--- src/rtl/rt_encoder.sv ---
// rt_encoder: one-hot register-select word -> 5-bit register number.
//
// Two-stage valid/ready pipeline. S1 captures the raw select word; S2 holds
// the encoded index plus the one-hot violation flags. All outputs come
// straight from S2 flops (out_ibus is only a constant-shift rewiring of the
// S2 index), so there is no combinational path from in_sel to any output.
//
// Handshake: a transfer happens on a rising clk edge where valid and ready
// are both 1. A producer holds valid (and data) until it sees ready; ready
// never depends on the same interface's valid.
//
// Ports:
//   clk, reset_n          rising-edge clock, synchronous active-low reset
//   in_valid/in_ready     input handshake, in_sel = one-hot select word
//   out_valid/out_ready   output handshake
//   out_idx               index of the lowest set bit of the accepted word
//   out_ibus              out_idx placed at [FIELD_LSB+4:FIELD_LSB], rest 0
//   out_err_zero          accepted word was all zeros (only while out_valid)
//   out_err_multi         accepted word had >1 bit set (only while out_valid)
//   err_count             saturating violation counter, present only when
//                         the macro SEL_ENC_ERRCNT_EN is defined
module rt_encoder #(
  parameter int unsigned FIELD_LSB = 16,
  parameter int unsigned ERRCNT_W  = 8
) (
  input  logic        clk,
  input  logic        reset_n,
  input  logic        in_valid,
  output logic        in_ready,
  input  logic [31:0] in_sel,
  output logic        out_valid,
  input  logic        out_ready,
  output logic [4:0]  out_idx,
  output logic [31:0] out_ibus,
  output logic        out_err_zero,
  output logic        out_err_multi
`ifdef SEL_ENC_ERRCNT_EN
  ,
  output logic [ERRCNT_W-1:0] err_count
`endif
);

  // Stage 1: raw select word
  logic        s1_valid_q, s1_valid_d;
  logic [31:0] s1_sel_q, s1_sel_d;

  // Stage 2: encode results
  logic        s2_valid_q, s2_valid_d;
  logic [4:0]  s2_idx_q, s2_idx_d;
  logic        s2_err_zero_q, s2_err_zero_d;
  logic        s2_err_multi_q, s2_err_multi_d;

  logic        s1_ready;
  logic        s2_ready;
  logic [4:0]  enc_idx;
  logic [5:0]  enc_cnt;

  assign s2_ready = !s2_valid_q || out_ready;
  assign s1_ready = !s1_valid_q || s2_ready;
  assign in_ready = s1_ready;

  // Lowest-set-bit index and population count of the S1 word. Scanning from
  // the top down lets the lowest set bit win the last assignment.
  always_comb begin
    enc_idx = '0;
    enc_cnt = '0;
    for (int i = 31; i >= 0; i--) begin
      if (s1_sel_q[i]) enc_idx = 5'(i);
    end
    for (int i = 0; i < 32; i++) begin
      enc_cnt = enc_cnt + 6'(s1_sel_q[i]);
    end
  end

  always_comb begin
    s1_valid_d = s1_valid_q;
    s1_sel_d   = s1_sel_q;
    if (s1_ready) begin
      s1_valid_d = in_valid;
      if (in_valid) s1_sel_d = in_sel;
    end
  end

  // When S2 advances with an S1 bubble the flags drop to 0, so they are
  // never asserted while out_valid is low. The index simply holds.
  always_comb begin
    s2_valid_d     = s2_valid_q;
    s2_idx_d       = s2_idx_q;
    s2_err_zero_d  = s2_err_zero_q;
    s2_err_multi_d = s2_err_multi_q;
    if (s2_ready) begin
      s2_valid_d     = s1_valid_q;
      s2_err_zero_d  = s1_valid_q && (enc_cnt == 6'd0);
      s2_err_multi_d = s1_valid_q && (enc_cnt > 6'd1);
      if (s1_valid_q) s2_idx_d = enc_idx;
    end
  end

  always_ff @(posedge clk) begin
    if (!reset_n) begin
      s1_valid_q     <= 1'b0;
      s1_sel_q       <= '0;
      s2_valid_q     <= 1'b0;
      s2_idx_q       <= '0;
      s2_err_zero_q  <= 1'b0;
      s2_err_multi_q <= 1'b0;
    end else begin
      s1_valid_q     <= s1_valid_d;
      s1_sel_q       <= s1_sel_d;
      s2_valid_q     <= s2_valid_d;
      s2_idx_q       <= s2_idx_d;
      s2_err_zero_q  <= s2_err_zero_d;
      s2_err_multi_q <= s2_err_multi_d;
    end
  end

  assign out_valid     = s2_valid_q;
  assign out_idx       = s2_idx_q;
  assign out_err_zero  = s2_err_zero_q;
  assign out_err_multi = s2_err_multi_q;
  assign out_ibus      = 32'(s2_idx_q) << FIELD_LSB;

`ifdef SEL_ENC_ERRCNT_EN
  logic [ERRCNT_W-1:0] err_count_q, err_count_d;

  // Counts output transfers carrying a violation; sticks at all-ones.
  always_comb begin
    err_count_d = err_count_q;
    if (s2_valid_q && out_ready && (s2_err_zero_q || s2_err_multi_q) &&
        (err_count_q != '1)) begin
      err_count_d = err_count_q + ERRCNT_W'(1);
    end
  end

  always_ff @(posedge clk) begin
    if (!reset_n) err_count_q <= '0;
    else          err_count_q <= err_count_d;
  end

  assign err_count = err_count_q;
`else
  localparam int unsigned unused_errcnt_w = ERRCNT_W;
`endif

endmodule
--- config.mk ---
export PLATFORM = sky130hd
export DESIGN_NAME = rt_encoder
export DESIGN_NICKNAME = d
export VERILOG_FILES = /design/src/rtl/rt_encoder.sv
export SDC_FILE = /design/constraint.sdc
export NUM_CORES = 1
export LEC_CHECK = 0
export CORE_MARGIN = 2
export CORE_UTILIZATION = 40
export CTS_CLUSTER_DIAMETER = 100
export DETAILED_ROUTE_END_ITERATION = 8
export HOLD_SLACK_MARGIN = 0.15
export PLACE_DENSITY = 0.71
export SLEW_MARGIN = 20
export SYNTH_ARGS = -nofsm -noshare
export SYNTH_HDL_FRONTEND = slang
export SYNTH_SLANG_ARGS = --single-unit
--- constraint.sdc ---
create_clock -name clk -period 5.1 [get_ports clk]
set_clock_uncertainty 0.1 [all_clocks]
set_input_delay 1.02 -clock clk [delete_from_list [all_inputs] [get_ports clk]]
set_output_delay 1.02 -clock clk [all_outputs]
set_load 0.03 [all_outputs]
== Yosys cells after proc, flatten, opt, wreduce, memory -nomap -nowiden ==
Cells that the tools add are included.

* Logic and storage cells: 79
* Flip-flop bits (word level): 41
* Output and inout bits: 41

* Order comparisons: 1
* Reductions and logical operators: 9
* Multiplexer cells: 32
* Add/subtract/negate cells: 31

{| class="wikitable"
|+ Operators by type and width
! operator !! count
|-
| 5-bit two-way mux || 32
|-
| 6-bit by 1-bit adder with 6-bit output || 26
|-
| 5-bit by 1-bit adder with 6-bit output || 1
|-
| 6-bit by 1-bit > comparator with 1-bit output, second input constant || 1
|-
| 6-bit logical NOT || 1
|-
| 4-bit by 1-bit adder with 5-bit output || 1
|-
| 3-bit by 1-bit adder with 4-bit output || 1
|-
| 2-bit AND reduction || 2
|-
| 2-bit by 1-bit adder with 3-bit output || 1
|-
| 1-bit by 1-bit adder with 2-bit output || 1
|-
| 1-bit logical AND || 2
|-
| 1-bit logical NOT || 2
|-
| 1-bit logical OR || 2
|}

== Longest topological paths before layout ==
* Word-level depth: 33
* Depth in mapped cells: 18

== Least setup slack after synthesis ==
OpenSTA, ideal clock, no wires.

* Path kind: flip-flop to flip-flop
* From: register s1_sel_q[21]
* To: register s2_err_zero_q (netlist: out_err_zero)
* Stages on the path, launching flop included: 19
* Path slack: -0.313 ns
* Required time: 4.930 ns
* Library setup time: 0.070 ns
* Period minus slack after synthesis: 5.413 ns
* Data arrival time: 5.243 ns
* Cells stage by stage: dfxtp_1 > fa_1 > fa_1 > inv_1 > fa_1 > inv_1 > fa_1 > fa_1 > inv_1 > fa_1 > inv_1 > ha_1 > inv_1 > fa_1 > a211oi_2 > mux2i_1 > or4_1 > or4b_1 > a21boi_1

* Cells in the longest elaborated chain, start to end: 13

{| class="wikitable"
|+ RTL lines
! what !! line !! RTL
|-
| start: declaration || 45 || <nowiki>logic [31:0] s1_sel_q, s1_sel_d;</nowiki>
|-
| start signal: assignment || 109 || <nowiki>s1_sel_q <= s1_sel_d;</nowiki>
|-
| 6-bit by 1-bit adder with 6-bit output (11 in series) || 71 || <nowiki>enc_cnt = enc_cnt + 6'(s1_sel_q[i]);</nowiki>
|-
| 6-bit logical NOT || 93 || <nowiki>s2_err_zero_d = s1_valid_q && (enc_cnt == 6'd0);</nowiki>
|-
| 1-bit logical AND || 93 ||
|-
| end signal: assignment || 112 || <nowiki>s2_err_zero_q <= s2_err_zero_d;</nowiki>
|-
| end: declaration || 50 || <nowiki>logic s2_err_zero_q, s2_err_zero_d;</nowiki>
|}

No other way between the ends.
A chain may end at the register's enable or synchronous reset.

== Final worst setup path ==
* From: register s1_sel_q[11]
* To: register s2_err_zero_q (netlist: out_err_zero)

* Cells in the longest elaborated chain, start to end: 23

{| class="wikitable"
|+ RTL lines
! what !! line
|-
| 6-bit by 1-bit adder with 6-bit output (21 in series) || 71
|-
| 6-bit logical NOT || 93
|-
| 1-bit logical AND || 93
|}

No other way between the ends.

==> run summary <==
TritonCTS built the clock tree. The post-synth design cell area is between 0.002 and 0.003 sq mm. The insertion delay to the later sink of the worst-skew pair is about 290 ps. Wires add up to a little under 6000 um. After detailed routing, the number of vias per cell comes to 4.55.

The total negative slack for setup checks is -436 ps. In this run the most critical hold path is launched from out_err_zero. The placer's final routability congestion estimate came out at between 0.8 and 0.9. The largest net degree at the start of global routing came out at 33. The height of the die came out at approximately 88 um. The remaining routing DRC violations is 0. Traced cell by cell, the critical path runs through fa_1 > inv_1 > fa_1 > inv_1 > fa_1 > fa_1 > fa_1 > inv_1 > fa_1 > inv_1 > ha_2 > inv_2 > fa_2 > a211oi_2 > mux2i_1 > or4_1 > or4b_1 > a21boi_1. The kind of cell with the highest combined delay along the critical path is adder cells. Once detail routing completed, the nets flagged for antenna violations numbered 0.

The post-detailed-route wirelength per cell came out at 11.8 um. Summed over all instances, the cell type with the most area after synthesis is dfxtp_1. The reg-to-reg critical path startpoint is s1_sel_q[11]. The worst setup path is captured at a flip-flop.

The clock tree root driver cell is clkbuf_8. The total power per unit cell area is about 330 mW/mm^2. In the synthesized netlist the dominant register cell turns out to be dfxtp_1. The count of buffers from port buffering came out at 49. The distinct cell type count of the synthesized netlist is around 40.

The reported max-cap violation count is 0. For the finished layout, the period the worst path requires is 5440 ps. In the layout the commonest cells are 74 x nand2_1, 49 x clkdlybuf4s50_1, 39 x inv_1. The overall routing resource usage is roughly 16%. The library cell used most frequently in the layout, excluding fill and tap cells, is nand2_1.

The normalized max-slew margin is 31.6%. The total of warnings raised by yosys is 0. By area the synthesized netlist is led by dfxtp_1 29%, fa_1 17%, nand2_1 9.8%. The largest incremental delay on the critical path is between 500 and 600 ps. Setup repair after global routing could not meet its margin everywhere. The number of antenna violations at the first check in global routing is 0. The area growth from synthesis to layout is 24.2%.

STA puts the critical path data arrival time at about 5600 ps. The number of global-route vias before repair came out at ~2200. The flow ran to the end, but the final reports show violations.

The core region is 0.00683 sq mm. The final number of hold-violating endpoints is 0. The sort of element at the start of the critical path is a flip-flop.

The clock passes through at most 2 buffers. The final cycle utilization of the critical path is 107%. The worst setup timing slack at the placement stage is -369 ps. The DRC violation total after the first TritonRoute iteration came out at 54.

Among the stages of the critical path, the cell type that occurs most often is fa_1. The via count came out at around 2300. The final reports fail on setup timing. The worst path setup slack after routing is -335 ps. Once the clock tree was built, the setup fixing pass inserted 0 buffers. The effective utilization at floorplan came out at between 40% and 50%. CTS saw a little over 40 sinks. The reported leakage power came out at roughly 0.0015 uW.

The floorplan die area came out at just under 0.008 sq mm. The start point of the critical path is s1_sel_q[11]. The number of storage elements in the synthesis netlist came out at just over 40. The async set-or-reset flop fraction in the synthesized netlist is 0%.

The count of pins on the block boundary is 77. The area share of the leading cell type in the synthesized netlist is approximately 29%. The number of fillers in the final layout is 669. The wire-length estimate of the detail-placed layout is ~4800 um. The endpoint of the lowest-slack register-to-register path is out_err_zero.

The first detailed-routing pass ran for 4 iterations. The total overflow left after global routing is 0. The count of endpoints failing setup in the final report is 2. Following the worst setup path forward leads to its endpoint at out_err_zero. The slowest stage cell on the critical path is fa_1. The number of cell instances on the worst register-to-register path is 18. The share of the Yosys chip area taken by registers is around 29%. The number of flops mapped to enable cells by yosys is 0. The maximum clock frequency is 184 MHz. The tightest min-delay check is of the reg -> reg type. The number of diodes added for antenna fixing came out at 0. CTS built an H-tree with a depth of 2. The worst-case register-to-register setup slack came out at -340 ps. The combined flip-flop and latch cell area came out at about 830 sq um. The worst setup path is of the reg -> reg kind. The multi-input logic area is 0.00167 sq mm. VDD sags by at most about 120 uV.

The required time of the critical path is 5220 ps. The number of slew-limit violations in the final report came to 0. Synthesis handed over a netlist of 342 instances. The number of placed instances, taps included, is 490.

Clock-pin slew was measured on the worst setup and hold paths at around 80 ps. The ratio of cells with drive above 1 in the final layout came out at under 10%. The number of buffers created by CTS is 5. The final layout net count came out at 468. The first-pass GRT wire length is around 9800 um. The critical path buffer and inverter count is 5. The critical path crosses 18 cells after its start point. The die width came out at between 80 and 90 um. At the pin with the least slew margin, the transition time is 1020 ps. The final cell count without fillers is around 500. After synthesis, the mean cell area works out to 8.26 sq um. The number of cell rows is 30. The maximum fanout encountered on the critical timing path is 2.
layout make-up:
class	instances	share of cell area (%)
flip-flops and latches	41	23.6
clock buffers	6	2.07
well taps	96	3.42
multi-input cells	242	47.7
repair buffers	71	18.7
inverters	40	4.28
clock inverters	2	0.285
metrics by stage:
step           instance area [sq um]  hold slack, ps  utilization, %  power, uW
2_1_floorplan                   2930             367               -        792
3_3_place_gp                    3420             352            50.1        937
3_5_place_dp                    3420             357            50.1        958
4_1_cts                         3510             367            51.4       1170
5_1_grt                         3510             391            51.4       1260
6_report                        3510             362            51.4       1160
report_power, final:
group | internal, uW | total (uW) | switching [uW]
sequential | 343 | 364 | 20.7
combinational | 283 | 592 | 309
clock | 94.8 | 201 | 106
total | 721 | 1160 | 435
synth_stat cells (2+ instances only):
library cell,instances
a21boi_0,34
a21oi_1,7
a31oi_1,2
and2_1,2
buf_1,3
buf_4,32
clkbuf_1,10
dfxtp_1,41
fa_1,24
ha_1,7
inv_1,40
nand2_1,74
nand3_1,4
nor2_1,15
nor2b_1,4
nor3_1,4
nor4_1,3
o21ai_0,9
o41ai_1,2
or4_1,4
registers in the layout, indices dropped and copies added (netlist names):
name           flops
out_idx            5
s1_sel_q          32
out_err_multi      1
s1_valid_q         1
out_valid          1
out_err_zero       1
layer usage:
metal  share of wire, %  GRT usage [%]  wire length (um)
met1                 47           21.8              2770
met2                 47           26.2              2790
met3                4.0           2.92               235
met4                1.5           4.27                91
met5                  0              0                 0
how the worst min path moves through the flow:
stage                         endpoint  slack, ps  depth (start not counted)
after CTS                 out_err_zero        370                          2
after global routing      out_err_zero        390                          2
after global placement    out_err_zero        350                          2
after detailed placement  out_err_zero        360                          2
final                     out_err_zero        360                          2
after floorplan            s1_sel_q[6]        370                          2
worst reg2reg max path, cell delays in order (launching register included):
cell	delay (ps)
dfxtp_2	340
fa_1	530
inv_1	50
fa_1	470
inv_1	50
fa_1	500
fa_1	430
fa_1	480
inv_1	50
fa_1	420
inv_1	70
ha_2	180
inv_2	40
fa_2	340
a211oi_2	200
mux2i_1	90
or4_1	420
or4b_1	480
a21boi_1	120
kinds of logic (layout without fill, tap and decap cells):
| group | after synthesis | in the layout | share of synthesized area (%) |
|---|---|---|---|
| AOI/OAI and AO/OA | 66 | 66 | 16.7 |
| adders and majority gates | 31 | 31 | 20.1 |
| buffers and inverters | 85 | 119 | 15.5 |
| DFF | 41 | 41 | 29.1 |
| muxes | 1 | 1 | 0.354 |
| other | 1 | 27 | 0.133 |
| and+or+nand+nor | 117 | 117 | 18.1 |
what timing repair did:
action                     in CTS  in global routing
hold buffers                    0                  0
setup endpoints to repair       2                  2
pin swaps                       1                  1
resized for setup               3                  0
(Power assumes the default switching activity.)
